## src/rtl/fadd_arb.sv

```systemverilog
// fadd_arb: round-robin scheduler that shares one pipelined single-precision
// adder (fadd_p2, latency LAT) between NREQ requesters. At most one operation
// is issued per cycle. Each operation's requester index travels through a tag
// pipeline as deep as the adder, so the adder result is returned to the right
// requester exactly LAT cycles after issue.
//
// Ports:
//   clk, rstn          clock, asynchronous active-low reset (also feeds the adder)
//   req_valid[NREQ]    per-requester request
//   req_ready[NREQ]    per-requester grant (combinational, one-hot or zero)
//   req_x1, req_x2     packed operands, requester i in bits [32i+31:32i]
//   req_sub[NREQ]      subtract request (only with FADD_ARB_SUB_EN)
//   fa_x1, fa_x2       operands to the adder, zero when nothing is issued
//   fa_y, fa_ovf       adder result
//   rsp_valid[NREQ]    one-hot or zero: result for requester i this cycle
//   rsp_tag            index of the responding requester (0 when idle)
//   rsp_y, rsp_ovf     result, passed straight through from the adder
//   busy               at least one operation in flight
//
// Build option: define FADD_ARB_SUB_EN to add req_sub. A granted request with
// req_sub=1 has the sign of x2 flipped on issue so the adder computes x1 - x2.

module fadd_arb #(
  parameter int NREQ  = 4,
  parameter int LAT   = 2,
  localparam int TAG_W = $clog2(NREQ)
) (
  input  logic                 clk,
  input  logic                 rstn,
  input  logic [NREQ-1:0]      req_valid,
  output logic [NREQ-1:0]      req_ready,
  input  logic [32*NREQ-1:0]   req_x1,
  input  logic [32*NREQ-1:0]   req_x2,
`ifdef FADD_ARB_SUB_EN
  input  logic [NREQ-1:0]      req_sub,
`endif
  output logic [31:0]          fa_x1,
  output logic [31:0]          fa_x2,
  input  logic [31:0]          fa_y,
  input  logic                 fa_ovf,
  output logic [NREQ-1:0]      rsp_valid,
  output logic [TAG_W-1:0]     rsp_tag,
  output logic [31:0]          rsp_y,
  output logic                 rsp_ovf,
  output logic                 busy
);

  logic [TAG_W-1:0] ptr;
  logic [TAG_W-1:0] grant;
  logic             grant_vld;
  logic [TAG_W:0]   idx;
  logic [31:0]      x2_sel;

  logic [LAT-1:0]   vld_p;
  logic [TAG_W-1:0] tag_p [LAT];

  // Arbitration: search from ptr upward with wrap. The loop runs from the
  // farthest candidate back to ptr so the nearest valid requester wins.
  // Nothing is granted while reset is asserted.
  always_comb begin
    grant     = '0;
    grant_vld = 1'b0;
    idx       = '0;
    for (int k = NREQ - 1; k >= 0; k--) begin
      idx = {1'b0, ptr} + (TAG_W+1)'(k);
      if (idx >= (TAG_W+1)'(NREQ)) idx = idx - (TAG_W+1)'(NREQ);
      if (req_valid[idx[TAG_W-1:0]]) begin
        grant     = idx[TAG_W-1:0];
        grant_vld = rstn;
      end
    end
  end

  always_comb begin
    req_ready = '0;
    if (grant_vld) req_ready[grant] = 1'b1;
  end

  // Issue: operands of the granted requester go straight to the adder.
  always_comb begin
    fa_x1  = '0;
    fa_x2  = '0;
    x2_sel = req_x2[32*grant +: 32];
`ifdef FADD_ARB_SUB_EN
    if (req_sub[grant]) x2_sel[31] = ~x2_sel[31];
`endif
    if (grant_vld) begin
      fa_x1 = req_x1[32*grant +: 32];
      fa_x2 = x2_sel;
    end
  end

  always_ff @(posedge clk or negedge rstn) begin
    if (!rstn) begin
      ptr <= '0;
    end else if (grant_vld) begin
      ptr <= (grant == TAG_W'(NREQ - 1)) ? '0 : grant + 1'b1;
    end
  end

  // Tag pipeline stage boundaries, aligned with the adder's internal stages.
  // Valid bits are cleared by reset so in-flight results are dropped; the tag
  // payload only matters when its valid bit is set.
  always_ff @(posedge clk or negedge rstn) begin
    if (!rstn) begin
      vld_p <= '0;
    end else begin
      vld_p[0] <= grant_vld;
      for (int k = 1; k < LAT; k++) vld_p[k] <= vld_p[k-1];
    end
  end

  always_ff @(posedge clk) begin
    tag_p[0] <= grant;
    for (int k = 1; k < LAT; k++) tag_p[k] <= tag_p[k-1];
  end

  // Response: last tag stage lines up with the adder output.
  always_comb begin
    rsp_valid = '0;
    rsp_tag   = '0;
    if (vld_p[LAT-1]) begin
      rsp_valid[tag_p[LAT-1]] = 1'b1;
      rsp_tag                 = tag_p[LAT-1];
    end
  end

  assign rsp_y   = fa_y;
  assign rsp_ovf = fa_ovf;
  assign busy    = |vld_p;

endmodule

```

## config.mk

```make
export PLATFORM = sky130hd
export DESIGN_NAME = fadd_arb
export DESIGN_NICKNAME = d
export VERILOG_FILES = /design/src/rtl/fadd_arb.sv
export SDC_FILE = /design/constraint.sdc
export NUM_CORES = 1
export LEC_CHECK = 0
export BUFFER_PORTS_ARGS = -buffer_cell sky130_fd_sc_hd__buf_2
export CORE_AREA = 2 2 156 158
export CTS_CLUSTER_DIAMETER = 150
export DETAILED_ROUTE_END_ITERATION = 6
export DIE_AREA = 0 0 158 160
export GPL_TIMING_DRIVEN = 0
export HOLD_SLACK_MARGIN = 0.06
export RECOVER_POWER = 100
export SYNTH_ARGS = -nofsm -noshare
export SYNTH_HDL_FRONTEND = slang
export SYNTH_SLANG_ARGS = --single-unit
```

## constraint.sdc

```tcl
create_clock -name clk -period 1.75 [get_ports clk]
set_input_delay 0.175 -clock clk [delete_from_list [all_inputs] [get_ports clk]]
set_output_delay 0.175 -clock clk [all_outputs]
set_load 0.005 [all_outputs]
```

==> run metrics <==
final net count=991; met2 Usage GRT=20.24%; vias in the first global route=3679; mapped cell area=2577 um2; setup TNS=-32.86 ns; Post-DP Area=roughly 4800 um2; post-synthesis adder-cell area fraction=1.942%; min-delay worst type=in2reg; ys async rst share=50.00%; clock skew=around 0.00064 ns; routed wire length per instance=15.14 um; core area=23820 um2; xor/xnor share of the synthesized area=0%; Primary FF master, synth=dfxtp_1; Synth-to-Final Area Change=123.1%; final worst slack=-0.5623 ns; Congestion Overflow GR=0; port bufs=369; Area contributors post-synth=mux2i_1, o22ai_1, buf_4; Slew HR=52.22%; status=finished with violations; Synth cell types=25; crit path launch type=register; sequential cell area fraction in the yosys report=6.990%; width of the die=158 um; CTS buffer count=3; Setup CP Type=reg2out; count of pins over their slew limit=0; YS warnings=0; PwrDens=1005 nW/um2; die height=160 um; failing checks=setup timing; Finished Layout Cells=1016; worst path required time=between 1.5 and 2 ns; max-cap viol count=0; most used routing layer=met2; post-DP HPWL=approximately 12000 um; met1 Resource Use GR=12.71%; Clock Latency Late Sink=0.23 ns; Remaining DRCs=0; via-per-instance ratio=about 3.8; Post-synth EDFFs=0; worst r2r src=ptr[0]$_DFFE_PN0P_; Syn Inst Count=300; CTS H-tree lvls=1; clock sinks=8; final instance area=5749 um2; final RePlAce weighted congestion=0.7903; main combinational cell family by area after synthesis=multiplexers; WL final=15380 um; post-synthesis simple-gate area fraction=5.485%; syn nets=599; RSZ-0062 raised after global routing=yes; peak supply drop=roughly 470 uV; Worst Setup SP=ptr[0]$_DFFE_PN0P_; row count=57; via count of the routed design=between 3000 and 4000; Die Area=between 20000 and 30000 um2; Final Cycle Share=132.1%; largest net degree at the start of global routing=11; crit end category=output port; highest clock rate=0.4325 GHz; GR met3 Demand/Resource=0.8955%; post-synth top area share=between 40% and 50%; ratio of cells with drive above 1 in the final layout=70.29%; final setup fails=70; Clock Tree Buf Depth=2; DRT antenna net count=0; most frequent cells in the layout=buf_2, mux2i_1, o22ai_1; Synth area leader=mux2i_1; Crit path arrival time=2.14 ns; Leakage=between 3 and 4 nW; post-layout minimum cycle time=2.312 ns; Starting DRT DRC Count=151; Synth Register Bits=8; Top Ports=403; hold path startpoint=rstn; clock-pin slew on the worst setup and hold paths=0.03 ns; commonest non-fill, non-tap cell in the layout=buf_2; drt first pass iters=4; first-pass GRT wire length=20500 um; Syn Area/Cell=approximately 8.6 um2; Final Hold Vio Count=0; total track usage=10.50%; Root Buffer=clkbuf_16; Placed Cells=approximately 1000; post-synthesis mux area share=49.71%; number of antenna violations at the first check in global routing=2; compound-gate portion of the synthesized area=18.06%; CTS tree=yes; starting density of the core=10.82%; critical-path maximum fanout=10; Hold WS=0.2421 ns; worst-margin pin slew=0.7159 ns
[cells in the mapped netlist (2+ instances only)]
library cell,count
ha_1,4
a21oi_1,3
buf_6,11
dfrtp_1,4
mux2i_1,128
inv_2,3
dfxtp_1,4
buf_4,33
clkbuf_1,12
nor2_1,2
buf_2,4
inv_1,3
o22ai_1,65
nand2b_1,2
and2_1,6
nor2b_1,2
nand2_1,6
[layer usage]
metal  part of all wire (%)  vias up
met1                     40     1739
met2                     53      214
met4                    1.2        0
met5                      0        -
li1                       -     1906
met3                    6.0        9
[critical path, cell delays in order, from the launching register on]
cell and delay [ns]:
dfrtp_1 0.39, buf_4 0.14, buf_4 0.13, nor3b_4 0.15
nor3_4 0.17, buf_6 0.18, nand2_8 0.12, clkbuf_4 0.27
o22ai_1 0.18, buf_2 0.17
[metrics by stage]
| stage | setup WS [ns] | util (%) | total power [mW] |
|---|---|---|---|
| 6_report | -0.5623 | 24.14 | 5.778 |
| 2_1_floorplan | 0.02705 | - | 2.596 |
| 3_3_place_gp | -0.9954 | 20.28 | 3.987 |
| 5_1_grt | -0.6414 | 24.13 | 6.161 |
| 4_1_cts | -0.5656 | 23.40 | 5.565 |
| 3_5_place_dp | -1.006 | 20.28 | 4.008 |
[worst paths after layout]
kind | to | slack [ns] | depth (start not counted)
max in group asynchronous | ptr[1]$_DFFE_PN0P_ | 1.14 | 2
worst max-delay path | fa_x1[20] | -0.56 | 9
worst min-delay path | ptr[0]$_DFFE_PN0P_ | 0.24 | 3
worst min register to register | tag_p[0][2]$_DFF_P_ | 0.32 | 0
min in group asynchronous | vld_p[0]$_DFF_PN0_ | 0.42 | 2
worst max register to register | ptr[1]$_DFFE_PN0P_ | -0.08 | 10
[cell families after synthesis]
| group | Yosys count |
|---|---|
| compound gates | 71 |
| fa+ha+maj | 4 |
| buf+inv | 66 |
| flops | 8 |
| mux | 128 |
| simple gates | 23 |
[power breakdown]
| part | internal, mW | switching (mW) | leakage, nW | total [mW] |
|---|---|---|---|---|
| combinational | 2.79 | 2.31 | 3.06 | 5.10 |
| sequential | 0.249 | 0.0494 | 0.0807 | 0.298 |
| clock | 0.294 | 0.0843 | 0.0370 | 0.378 |
| total | 3.34 | 2.44 | 3.17 | 5.78 |
[flip-flops by register name (all words and copies together) (netlist names)]
| signal | flops |
|---|---|
| tag_p | 4 |
| vld_p | 2 |
| ptr | 2 |
[cell type report]
class                           count  area (um2)
Tap cell                          324       405.4
Sequential cell                     8       181.4
Buffer                             60       633.1
Clock buffer                        3       75.07
Multi-Input combinational cell    227        2283
Fill cell                        2663       18070
Timing Repair Buffer              386        2123
Inverter                            6       42.54
Antenna cell                        2       5.005
[repair_timing]
item / in CTS / in global routing
hold buffers: 1 / 0
setup endpoints to repair: 70 / 70
resized for setup: 104 / 40
setup buffers: 7 / 4
cloned: 5 / 2
pin swaps: 5 / 8
hold endpoints to repair: 4 / 0
Note: power is estimated with default switching activity, not from simulation.
